$ cat src/rtl/toggle_hs_pkg.sv
// Shared definitions for the two-phase toggle handshake sender/receiver pair.
package toggle_hs_pkg;

    typedef enum logic [1:0] {
        WARM = 2'd0,
        IDLE = 2'd1,
        HOLD = 2'd2
    } state_e;

    localparam int unsigned SYNC_STAGES_MIN = 2;
    localparam int unsigned SYNC_STAGES_MAX = 4;
    localparam int unsigned WARM_CNT_W      = $clog2(SYNC_STAGES_MAX + 1);

endpackage

$ cat src/rtl/toggle_hs_rx_tgl_sync.sv
// Multi-flop synchroniser for a single toggle bit, synchronous reset to 0.
module tgl_sync
    import toggle_hs_pkg::*;
#(
    parameter int unsigned STAGES = 2
) (
    input  logic clk,
    input  logic rst,
    input  logic i_d,
    output logic o_q
);

    // Out-of-range requests are clamped to the legal synchroniser depth.
    localparam int unsigned N = (STAGES < SYNC_STAGES_MIN) ? SYNC_STAGES_MIN :
                                (STAGES > SYNC_STAGES_MAX) ? SYNC_STAGES_MAX : STAGES;

    logic [N-1:0] r_sync;

    always_ff @(posedge clk) begin
        if (rst) begin
            r_sync <= '0;
        end else begin
            r_sync <= {r_sync[N-2:0], i_d};
        end
    end

    assign o_q = r_sync[N-1];

endmodule

$ cat src/rtl/toggle_hs_rx.sv
// Receiver of a two-phase toggle handshake: sync, capture, valid/ready out, toggle ack back.
module toggle_hs_rx
    import toggle_hs_pkg::*;
#(
    parameter int unsigned DATA_W      = 8,
    parameter int unsigned SYNC_STAGES = 2,
    parameter int unsigned CNT_W       = 16
) (
    input  logic              clk,
    input  logic              rst,
    input  logic              req_tgl,
    input  logic [DATA_W-1:0] req_data,
    output logic              ack_tgl,
    output logic              out_valid,
    input  logic              out_ready,
    output logic [DATA_W-1:0] out_data,
    output logic [CNT_W-1:0]  evt_cnt,
    output logic              overrun,
    input  logic              clr_overrun
);

    logic                  w_req_s;
    logic                  w_evt;
    logic                  r_req_prev;
    state_e                r_state;
    state_e                w_state_nxt;
    logic [WARM_CNT_W-1:0] r_warm_cnt;
    logic [WARM_CNT_W-1:0] w_warm_nxt;
    logic                  r_ack;
    logic                  w_ack_nxt;
    logic                  r_valid;
    logic                  w_valid_nxt;
    logic [DATA_W-1:0]     r_data;
    logic [DATA_W-1:0]     w_data_nxt;
    logic [CNT_W-1:0]      r_cnt;
    logic [CNT_W-1:0]      w_cnt_nxt;
    logic                  r_overrun;
    logic                  w_ovr_set;
    logic                  w_ovr_nxt;

    tgl_sync #(
        .STAGES (SYNC_STAGES)
    ) u_req_sync (
        .clk (clk),
        .rst (rst),
        .i_d (req_tgl),
        .o_q (w_req_s)
    );

    assign w_evt = w_req_s ^ r_req_prev;

    // Next-state and next-output logic.
    always_comb begin
        w_state_nxt = r_state;
        w_warm_nxt  = r_warm_cnt;
        w_ack_nxt   = r_ack;
        w_valid_nxt = r_valid;
        w_data_nxt  = r_data;
        w_cnt_nxt   = r_cnt;
        w_ovr_set   = 1'b0;

        case (r_state)
            WARM: begin
                // Align ack with the settled request so an idle link leaves warm-up balanced.
                if (r_warm_cnt == WARM_CNT_W'(SYNC_STAGES)) begin
                    w_ack_nxt   = w_req_s;
                    w_state_nxt = IDLE;
                end else begin
                    w_warm_nxt = r_warm_cnt + WARM_CNT_W'(1);
                end
            end
            IDLE: begin
                if (w_evt) begin
                    w_data_nxt  = req_data;
                    w_valid_nxt = 1'b1;
                    w_cnt_nxt   = r_cnt + CNT_W'(1);
                    w_state_nxt = HOLD;
                end
            end
            HOLD: begin
                if (r_valid && out_ready) begin
                    w_valid_nxt = 1'b0;
                    w_ack_nxt   = ~r_ack;
                    w_state_nxt = IDLE;
                end
                // A flip while a word is still held is dropped and flagged.
                if (w_evt) begin
                    w_ovr_set = 1'b1;
                end
            end
            default: begin
                w_state_nxt = WARM;
            end
        endcase

        w_ovr_nxt = w_ovr_set | (r_overrun & ~clr_overrun);
    end

    always_ff @(posedge clk) begin
        if (rst) begin
            r_state    <= WARM;
            r_warm_cnt <= '0;
            r_req_prev <= 1'b0;
            r_ack      <= 1'b0;
            r_valid    <= 1'b0;
            r_data     <= '0;
            r_cnt      <= '0;
            r_overrun  <= 1'b0;
        end else begin
            r_state    <= w_state_nxt;
            r_warm_cnt <= w_warm_nxt;
            r_req_prev <= w_req_s;
            r_ack      <= w_ack_nxt;
            r_valid    <= w_valid_nxt;
            r_data     <= w_data_nxt;
            r_cnt      <= w_cnt_nxt;
            r_overrun  <= w_ovr_nxt;
        end
    end

    assign ack_tgl   = r_ack;
    assign out_valid = r_valid;
    assign out_data  = r_data;
    assign evt_cnt   = r_cnt;
    assign overrun   = r_overrun;

endmodule

$ cat config.mk
export PLATFORM = sky130hd
export DESIGN_NAME = toggle_hs_rx
export DESIGN_NICKNAME = d
export VERILOG_FILES = /design/src/rtl/toggle_hs_pkg.sv /design/src/rtl/toggle_hs_rx_tgl_sync.sv /design/src/rtl/toggle_hs_rx.sv
export SDC_FILE = /design/constraint.sdc
export NUM_CORES = 1
export LEC_CHECK = 0
export BUFFER_PORTS_ARGS = -buffer_cell sky130_fd_sc_hd__buf_2
export CAP_MARGIN = 5
export CORE_ASPECT_RATIO = 0.7
export CORE_UTILIZATION = 51
export CTS_CLUSTER_DIAMETER = 200
export CTS_CLUSTER_SIZE = 12
export DETAILED_ROUTE_END_ITERATION = 12
export GPL_TIMING_DRIVEN = 1
export PLACE_DENSITY_LB_ADDON = 0.2
export SYNTH_ARGS = -nofsm -noshare
export SYNTH_HDL_FRONTEND = slang
export SYNTH_SLANG_ARGS = --single-unit
$ cat constraint.sdc
create_clock -name clk -period 2 [get_ports clk]
set_input_delay 0.2 -clock clk [delete_from_list [all_inputs] [get_ports clk]]
set_output_delay 0.2 -clock clk [all_outputs]
set_load 0.01 [all_outputs]
==> results of run 1 <==
-- flip-flops by register name, indices dropped and copies added (netlist names) --
signal and count:
out_valid 1, r_warm_cnt 3, ack_tgl 1, out_data 8, r_req_prev 1, overrun 1, r_state 2, u_req_sync.r_sync 2
evt_cnt 16
-- area by class of cell --
cell class | count | area (um^2)
Sequential cell | 35 | 700.7
Timing Repair Buffer | 41 | 210.2
Inverter | 3 | 11.26
Clock buffer | 7 | 96.34
Tap cell | 34 | 42.54
Fill cell | 211 | 802.0
Clock inverter | 1 | 7.507
Multi-Input combinational cell | 125 | 719.4
-- cell families after synthesis --
kind of cell,after synthesis,synth area share
compound gates,37,0.1387
xor+xnor,9,0.05908
fa+ha+maj,3,0.02569
buf+inv,10,0.02825
flops,35,0.4795
simple gates,76,0.2688
-- metrics by stage --
step	hold WS [ns]	cells
floorplan	0.3282	170
global placement	0.4130	238
detailed placement	0.4263	238
CTS	0.1172	246
global route	0.1402	246
finish	0.1314	246
-- power by group --
| group | switching [mW] | internal, mW |
|---|---|---|
| Sequential | 0.0346 | 0.735 |
| Clock | 0.258 | 0.313 |
| Combinational | 0.102 | 0.0948 |
-- layout by cell type, fill, tap and decap left out, types with 2 or more instances in the layout --
cell and instances:
a21oi_1 23, and2_1 2, and3_1 2, and4_1 2, buf_2 39, buf_4 2
clkbuf_8 7, dfxtp_1 35, ha_1 3, inv_1 3, nand2_1 26, nand3_1 5
nand4_1 4, nor2_1 10, nor2b_1 8, nor3_1 3, o21ai_0 8, o31ai_1 2
or3_1 8, or3b_2 2, or4_1 2, xnor2_1 6, xor2_1 2
-- worst min path at each step --
stage,start,end,cells past startpoint,slack [ns]
2_1_floorplan,req_tgl,u_req_sync.r_sync[0],1,0.33
3_3_place_gp,req_tgl,u_req_sync.r_sync[0],2,0.41
3_5_place_dp,req_tgl,u_req_sync.r_sync[0],2,0.43
4_1_cts,req_tgl,u_req_sync.r_sync[0],2,0.12
5_1_grt,req_tgl,u_req_sync.r_sync[0],2,0.14
6_report,req_tgl,u_req_sync.r_sync[0],2,0.13
-- synth_stat cells (all sizes together) --
cell and instances:
and4 2, or4 2, dfxtp 35, clkbuf 5
nor3 3, and3 2, nor4b 1, a211oi 1
o21ai 8, or3b 2, nand2 26, a21o 1
nand4 4, nand3 5, a21oi 23, and2 2
inv 3, nor2 10, buf 2, ha 3
nor2b 8, or3 8, o21a 1, o31ai 2
o21ba 1, xor2 3, xnor2 6, nand4b 1
-- critical path, delay by kind of cell (launching register included) --
kind            cells  cell delay (ns)
compound gates      1             0.15
flops               1             0.42
simple gates        3             1.19
-- metal layers --
| layer | global-route usage | part of all wire | routed length (um) |
|---|---|---|---|
| met5 | 0 | 0 | 0 |
| met4 | 0.08936 | 0.011 | 34 |
| met3 | 0.09951 | 0.065 | 203 |
| met2 | 0.3347 | 0.42 | 1304 |
| met1 | 0.2969 | 0.50 | 1572 |
==> flow_summary.json, run 1 <==
{
  "tns_ns": 0,
  "synth_area_per_cell_um2": 8.596,
  "syn_area_um2": 1461,
  "critPathArrivalTime_ns": 2.04,
  "port_buffers": 39,
  "yosys.area.top_type_share": 0.4795,
  "drt_iter0_drc": 81,
  "route.detailed.drc": 0,
  "slowest_stage": "or4_1",
  "synthCells": 170,
  "relSlewSlack": 0.5863,
  "period_needed_ns": 1.828,
  "cts_sinks": 35,
  "yosysSeqAreaShare": 0.4795,
  "power_density_nw_per_um2": 860.4,
  "antenna_left": 0,
  "fmax_mhz": 546.9,
  "clock_skew_ns": 0.009642,
  "first_pass_iters": 4,
  "post-route-util": 0.6903,
  "ff2ff_path_depth": 4,
  "hold_buffers": 0,
  "grt_pass1_wl_mm": 5.016,
  "worstSetupStartpoint": "r_state[0]",
  "finalSetupViolations": 0,
  "vias_per_cell": 5.264,
  "ctsHtreeMaxLevel": 2,
  "cts_resized": 0,
  "rsz0062_at_grt": "false",
  "grt_max_degree": 36,
  "path_class": "flip-flop to flip-flop",
  "critical_path.endpoint": "evt_cnt[15]",
  "worst_pin_slew_ns": 0.6205,
  "synth-seq-cells": 35,
  "power.total_mw": 1.538,
  "max_stage_delay_ns": 0.62,
  "clk_pin_slew_ns": 0.07,
  "cts-buffers-inserted": 5,
  "antenna_found_initial": 0,
  "max_cap_viol_count": 0,
  "dp_slack_ns": 0.1946,
  "finalHoldViolCount": 0,
  "fin_ws_ns": 0.1717,
  "clockBufferDepth": 2,
  "area_growth_pct": 22.35,
  "cts_root_buffer": "clkbuf_8",
  "period_share": 0.9142,
  "place_congestion": 0.8602,
  "wl_per_cell_um": 12.66,
  "cts_tree": "done",
  "critPathLaunchType": "flip-flop",
  "cp-end-kind": "flip-flop",
  "netlist_top_cells_area": "dfxtp_1, a21oi_1, nand2_1, xnor2_1, nor2b_1",
  "grt.overflow.total": 0,
  "vias": 1295,
  "r2r_setup_slack_ns": 0.17,
  "synth_warnings": 0,
  "rows": 15,
  "die_h_um": 46.79,
  "rr_endpoint": "evt_cnt[15]",
  "post_cts_buffers": 0,
  "min_path_type": "input pin to flip-flop",
  "maxSlewViolCount": 0,
  "boundaryPins": 40,
  "initial_core_util": 0.5643,
  "insertion_delay_ns": 0.29,
  "status": "finished clean",
  "nets": 227,
  "crit_required_ns": 2.21,
  "cp_cell_sequence": "nor2b_1 > nand4_1 > or4_1 > a21oi_1",
  "drive_gt1_frac": 0.2500,
  "grt_pass1_vias": 1109,
  "die_area_um2": 3087,
  "synth_cell_types": 30,
  "drt-total-wl_mm": 3.115,
  "synth_area_leader_cell": "dfxtp_1",
  "hpwl_mm": 2.133,
  "fp.dieW_um": 65.98,
  "dpl_cell_area_um2": 1684,
  "reg2reg_from": "r_state[0]",
  "coreArea_um2": 2590,
  "grt_usage": 0.2270,
  "diodes": 0,
  "ir_worst_vdd_mv": 0.6091,
  "syn_nets": 186,
  "final_area_um2": 1788,
  "p_leak_nw": 0.7312,
  "critPathMaxFanout": 11
}
Power figures use the tool's default switching activity.
==> run 2, diff against run 1 <==
==> constraint.sdc (replaced) <==
create_clock -name clk -period 2 [get_ports clk]
set_input_delay 0.5 -clock clk [delete_from_list [all_inputs] [get_ports clk]]
set_output_delay 0.5 -clock clk [all_outputs]
set_load 0.01 [all_outputs]
==> run 2 against run 1 <==
First-iteration DRC count grew 37%; count of clock-buffer cells in the layout shrank 1; total power up 5.5%; worst setup slack worse by 0.035 ns; clock skew is 0.0039 ns lower; cell area up 1.6%; critical endpoint unchanged; largest power group unchanged.
==> flow_summary.json, run 2 (synthesis gave the netlist of run 1 again) <==
{
  "insertion_delay_ns": 0.29,
  "grt_max_degree": 18,
  "hpwl_mm": 2.248,
  "wl_per_cell_um": 12.77,
  "multi_input_area_um2": 719.4,
  "reg2reg_from": "r_state[0]",
  "ir_worst_vdd_mv": 0.5109,
  "power_density_nw_per_um2": 893.6,
  "regArea_um2": 700.7,
  "dpl_cell_area_um2": 1699,
  "finalSetupViolations": 0,
  "period_share": 0.9316,
  "slowest_stage": "or4_1",
  "hold_depth": 2,
  "cts_tree": "done",
  "clk_pin_slew_ns": 0.07,
  "nets": 229,
  "layout_common_cells": "buf_2, dfxtp_1, nand2_1",
  "tns_ns": 0,
  "die_area_um2": 3087,
  "power_frac_comb": 0.122,
  "grt_pass1_vias": 1143,
  "rr_endpoint": "evt_cnt[15]",
  "min_path_type": "input pin to flip-flop",
  "ff2ff_path_depth": 4,
  "fmax_mhz": 536.7,
  "finalHoldViolCount": 0,
  "initial_core_util": 0.5643,
  "fin_ws_ns": 0.1368,
  "relSlewSlack": 0.6846,
  "sw_frac_of_total": 0.2394,
  "crit_family": "simple AND/OR/NAND/NOR gates",
  "hold_end": "u_req_sync.r_sync[0]",
  "area_growth_pct": 24.31,
  "final_common_cell": "buf_2",
  "p_leak_nw": 0.7515,
  "seq_power_share": 0.476,
  "max_stage_delay_ns": 0.61,
  "antenna_left": 0,
  "p_clk_frac": 0.402,
  "grt_pass1_wl_mm": 5.016,
  "place_congestion": 0.8827,
  "fp.dieW_um": 65.98,
  "drt_iter0_drc": 111,
  "critPathLaunchType": "flip-flop",
  "vias_per_cell": 5.448,
  "post_cts_buffers": 0,
  "maxSlewViolCount": 0,
  "worst_pin_slew_ns": 0.4695,
  "hold_buffers": 0,
  "post-route-util": 0.7014,
  "first_pass_iters": 4,
  "power.internal_mw": 1.235,
  "grt_usage": 0.2256,
  "hp-start": "req_tgl",
  "cp-end-kind": "flip-flop",
  "diodes": 0,
  "coreArea_um2": 2590,
  "status": "finished clean",
  "max_cap_viol_count": 0,
  "cp_cell_sequence": "nor2b_1 > nand4_1 > or4_1 > a21oi_1",
  "grt.overflow.total": 0,
  "critPathArrivalTime_ns": 2.08,
  "clock_skew_ns": 0.005764,
  "die_h_um": 46.79,
  "largest_reg_flops": 16,
  "clockBufferDepth": 2,
  "drt-total-wl_mm": 3.168,
  "rows": 15,
  "dp_slack_ns": 0.2114,
  "final_area_um2": 1817,
  "period_needed_ns": 1.863,
  "crit_required_ns": 2.22,
  "p_sw_uw": 388.7,
  "path_class": "flip-flop to flip-flop",
  "nFillCells": 219,
  "route.detailed.drc": 0,
  "cts_sinks": 35,
  "cts_root_buffer": "clkbuf_8",
  "cts-buffers-inserted": 5,
  "cp_num_buf_inv": 0,
  "antenna_found_initial": 0,
  "vias": 1351,
  "rsz0062_at_grt": "false",
  "boundaryPins": 40,
  "port_buffers": 39,
  "ctsHtreeMaxLevel": 2,
  "r2r_setup_slack_ns": 0.14,
  "critPathMaxFanout": 11,
  "drive_gt1_frac": 0.2570,
  "cts_resized": 0
}
[run 2: cell types whose count changed in the layout (fill, tap and decap cells not counted)]
cell	change
clkbuf_8	-1
bufinv_16	+1
clkinv_2	+1
clkinvlp_4	-1
buf_4	+2
[run 2: final cells by class]
class | count | share of cell area
Tap cell | 34 | 0.02342
Clock inverter | 2 | 0.01928
Multi-Input combinational cell | 125 | 0.3960
Inverter | 3 | 0.006198
Timing Repair Buffer | 43 | 0.1240
Sequential cell | 35 | 0.3857
Clock buffer | 6 | 0.04545
[run 2: stage by stage]
step	hold WS (ns)	power (mW)	std cells
after global placement	0.4271	0.9735	240
after CTS	0.4212	1.631	248
after floorplan	0.4138	0.9253	170
after detailed placement	0.4252	0.9832	240
final	0.4231	1.623	248
after global routing	0.4424	1.696	248
[run 2: how the worst max path moves through the flow]
stage	slack (ns)	startpoint	cells after the start	to
global placement	0.31	r_state[0]	4	evt_cnt[15]
CTS	0.17	r_state[0]	4	evt_cnt[15]
global route	0.05	r_state[0]	4	evt_cnt[13]
floorplan	0.36	r_warm_cnt[0]	6	ack_tgl
detailed placement	0.21	r_state[0]	4	evt_cnt[15]
finish	0.14	r_state[0]	4	evt_cnt[15]
[run 2: layer usage]
metal,share of wire,GRT usage
met5,0,0
met4,0.0060,0.05957
met3,0.079,0.08981
met2,0.44,0.3735
met1,0.48,0.2814
[run 2: power by group through the flow]
| stage | clock, mW | combinational, mW | sequential (mW) |
|---|---|---|---|
| after detailed placement | 0 | 0.196 | 0.787 |
| after CTS | 0.661 | 0.199 | 0.772 |
| after floorplan | 0 | 0.143 | 0.782 |
| after global placement | 0 | 0.192 | 0.781 |
| after global routing | 0.696 | 0.223 | 0.777 |
| final | 0.653 | 0.199 | 0.772 |
==> run 3, diff against run 2 <==
--- a/config.mk
+++ b/config.mk
@@ -5,15 +5,17 @@
 export SDC_FILE = /design/constraint.sdc
 export NUM_CORES = 1
 export LEC_CHECK = 0
-export BUFFER_PORTS_ARGS = -buffer_cell sky130_fd_sc_hd__buf_2
+export BUFFER_PORTS_ARGS = -buffer_cell sky130_fd_sc_hd__buf_4
 export CAP_MARGIN = 5
 export CORE_ASPECT_RATIO = 0.7
-export CORE_UTILIZATION = 51
+export CORE_UTILIZATION = 50
 export CTS_CLUSTER_DIAMETER = 200
 export CTS_CLUSTER_SIZE = 12
 export DETAILED_ROUTE_END_ITERATION = 12
 export GPL_TIMING_DRIVEN = 1
+export MAX_ROUTING_LAYER = met4
 export PLACE_DENSITY_LB_ADDON = 0.2
 export SYNTH_ARGS = -nofsm -noshare
 export SYNTH_HDL_FRONTEND = slang
+export SYNTH_HIERARCHICAL = 1
 export SYNTH_SLANG_ARGS = --single-unit
==> run 3 against run 2 <==
Cell area is 2.4% higher; clock skew is essentially flat; sequential share of layout area shrank 0.91 points; clock power is 25% lower; highest routed layer unchanged; fmax rose by 5.8%; flip-flop and latch count unchanged.
==> flow_summary.json, run 3 <==
{
  "boundaryPins": 40,
  "cts-buffers-inserted": 5,
  "wl_per_cell_um": 13.32,
  "antenna_found_initial": 0,
  "hpwl_mm": 2.389,
  "area_growth_pct": 28.86,
  "max_cap_viol_count": 0,
  "rows": 15,
  "largest_reg_flops": 16,
  "cts_root_buffer": "clkbuf_8",
  "layout.cells.non_filler": 249,
  "insertion_delay_ns": 0.29,
  "route.detailed.drc": 0,
  "yosys.area.top_type_share": 0.4853,
  "nets": 230,
  "port_buffers": 39,
  "layout_common_cells": "buf_4, dfxtp_1, nand2_1",
  "min_path_type": "input pin to flip-flop",
  "ctsHtreeMaxLevel": 2,
  "ys_async_sr_fraction": 0,
  "crit_required_ns": 2.23,
  "initial_core_util": 0.5575,
  "clock_skew_ns": 0.005362,
  "power_density_nw_per_um2": 793.9,
  "cp-end-kind": "flip-flop",
  "critPathMaxFanout": 7,
  "vias_per_cell": 5.430,
  "worst_pin_slew_ns": 0.4973,
  "regArea_um2": 700.7,
  "final_common_cell": "buf_4",
  "place_inst": 241,
  "slowest_stage": "or3_1",
  "finalHoldViolCount": 0,
  "syn_area_um2": 1444,
  "antenna_left": 0,
  "synth_ff_type": "dfxtp_1",
  "synth_area_per_cell_um2": 8.444,
  "crit_top_cell": "or3_1",
  "die_area_um2": 3110,
  "hold_buffers": 0,
  "clockBufferDepth": 2,
  "drt_iter0_drc": 65,
  "synth-seq-cells": 35,
  "die_h_um": 46.96,
  "first_pass_iters": 4,
  "grt_max_degree": 36,
  "grt_pass1_wl_mm": 5.416,
  "yosys-top-cells-count": "dfxtp_1, nand2_1, a21oi_1, nor2_1, nand3_1",
  "p_leak_nw": 0.7301,
  "post_cts_buffers": 0,
  "synth_area_leader_cell": "dfxtp_1",
  "rsz0062_at_grt": "false",
  "p_sw_uw": 390.5,
  "critPathLaunchType": "flip-flop",
  "power_frac_comb": 0.146,
  "status": "finished clean",
  "drive_gt1_frac": 0.2279,
  "tns_ns": 0,
  "vias": 1352,
  "syn_nets": 187,
  "synth_cell_types": 25,
  "hold_depth": 2,
  "cp_cell_sequence": "ha_1 > nand3_1 > or3_1 > or3_1 > a21oi_1",
  "seq_power_share": 0.522,
  "synth_most_common_cell": "dfxtp_1",
  "power.internal_mw": 1.086,
  "synthCells": 171,
  "fp.dieW_um": 66.23,
  "sw_frac_of_total": 0.2644,
  "ir_worst_vdd_mv": 0.5106,
  "drt-total-wl_mm": 3.317,
  "nFillCells": 224,
  "synth_warnings": 6,
  "cts_sinks": 35,
  "cts_tree": "done",
  "grt_pass1_vias": 1217,
  "multi_input_area_um2": 709.4,
  "maxSlewViolCount": 0,
  "finalSetupViolations": 0,
  "diodes": 0,
  "path_class": "flip-flop to flip-flop",
  "synth_edf_count": 0,
  "ff2ff_path_depth": 5,
  "place_congestion": 0.9543,
  "relSlewSlack": 0.6659,
  "coreArea_um2": 2590,
  "yosysSeqAreaShare": 0.4853,
  "grt.overflow.total": 0,
  "max_stage_delay_ns": 0.43,
  "p_clk_frac": 0.332,
  "critPathArrivalTime_ns": 1.99,
  "period_needed_ns": 1.761,
  "period_share": 0.8804,
  "grt_usage": 0.2517,
  "netlist_top_cells_area": "dfxtp_1, a21oi_1, nand2_1, xnor2_1, nor2_1",
  "fmax_mhz": 567.9,
  "cts_resized": 0,
  "clk_pin_slew_ns": 0.07
}
-- run 3: changes by cell type in the layout (fill, tap and decap cells not counted), sizes merged, moves of 2 or more --
cell / before / now
nand4: 4 / 2
nor4: 0 / 2
nand3: 5 / 9
and2: 2 / 0
nor2: 10 / 14
-- run 3: power groups by stage --
stage	combinational [mW]	sequential, mW	clock (mW)
after floorplan	0.143	0.782	0
after global placement	0.206	0.781	0
after detailed placement	0.214	0.786	0
after global routing	0.246	0.775	0.515
final	0.215	0.771	0.491
after CTS	0.216	0.771	0.492
-- run 3: per-layer routing --
metal,up-vias,track usage,wire (um)
li1,674,-,-
met1,623,0.2933,1497
met2,49,0.4122,1540
met3,6,0.06796,236
met4,0,0.1191,43
met5,-,-,0
-- run 3: cell families (layout without fill, tap and decap cells) --
group	count (synthesis)	in the layout	synth area share
xor+xnor	11	11	0.06672
flops	35	35	0.4853
buf+inv	9	53	0.02340
fa+ha+maj	3	3	0.02600
simple gates	80	80	0.2773
compound gates	33	33	0.1213
-- run 3: path summary, 6_finish.rpt --
path | slack (ns) | to | startpoint
worst max-delay path | 0.24 | evt_cnt[12] | evt_cnt[0]
worst min-delay path | 0.43 | u_req_sync/r_sync[0] | req_tgl
worst max register to register | 0.24 | evt_cnt[12] | evt_cnt[0]
worst min register to register | 0.46 | out_data[6] | out_data[6]
-- run 3: layout make-up --
type / count / area share
inverter: 3 / 0.006052
clock inverter: 1 / 0.002690
clock buffer: 7 / 0.04102
timing repair buffer: 42 / 0.1695
tap: 34 / 0.02286
multi-input combinational: 127 / 0.3813
sequential: 35 / 0.3766
-- run 3: through the flow --
stage          power, mW  worst slack, ns  area, um^2  hold slack, ns    util
5_1_grt            1.537           0.1307        1861          0.4444  0.7184
2_1_floorplan     0.9255           0.3137        1444          0.4138       -
3_3_place_gp      0.9872           0.3338        1779          0.4219  0.6870
4_1_cts            1.479           0.2208        1861          0.4274  0.7184
3_5_place_dp      0.9999           0.2300        1779          0.4525  0.6870
6_report           1.477           0.2391        1861          0.4280  0.7184
-- run 3: critical path, delay by kind of cell, from the launching register on --
kind,cells,cell delay (ns)
adder cells (fa/ha/maj),1,0.20
AND/OR/NAND/NOR,3,0.92
flip-flops,1,0.41
AO/OA/AOI/OAI,1,0.15
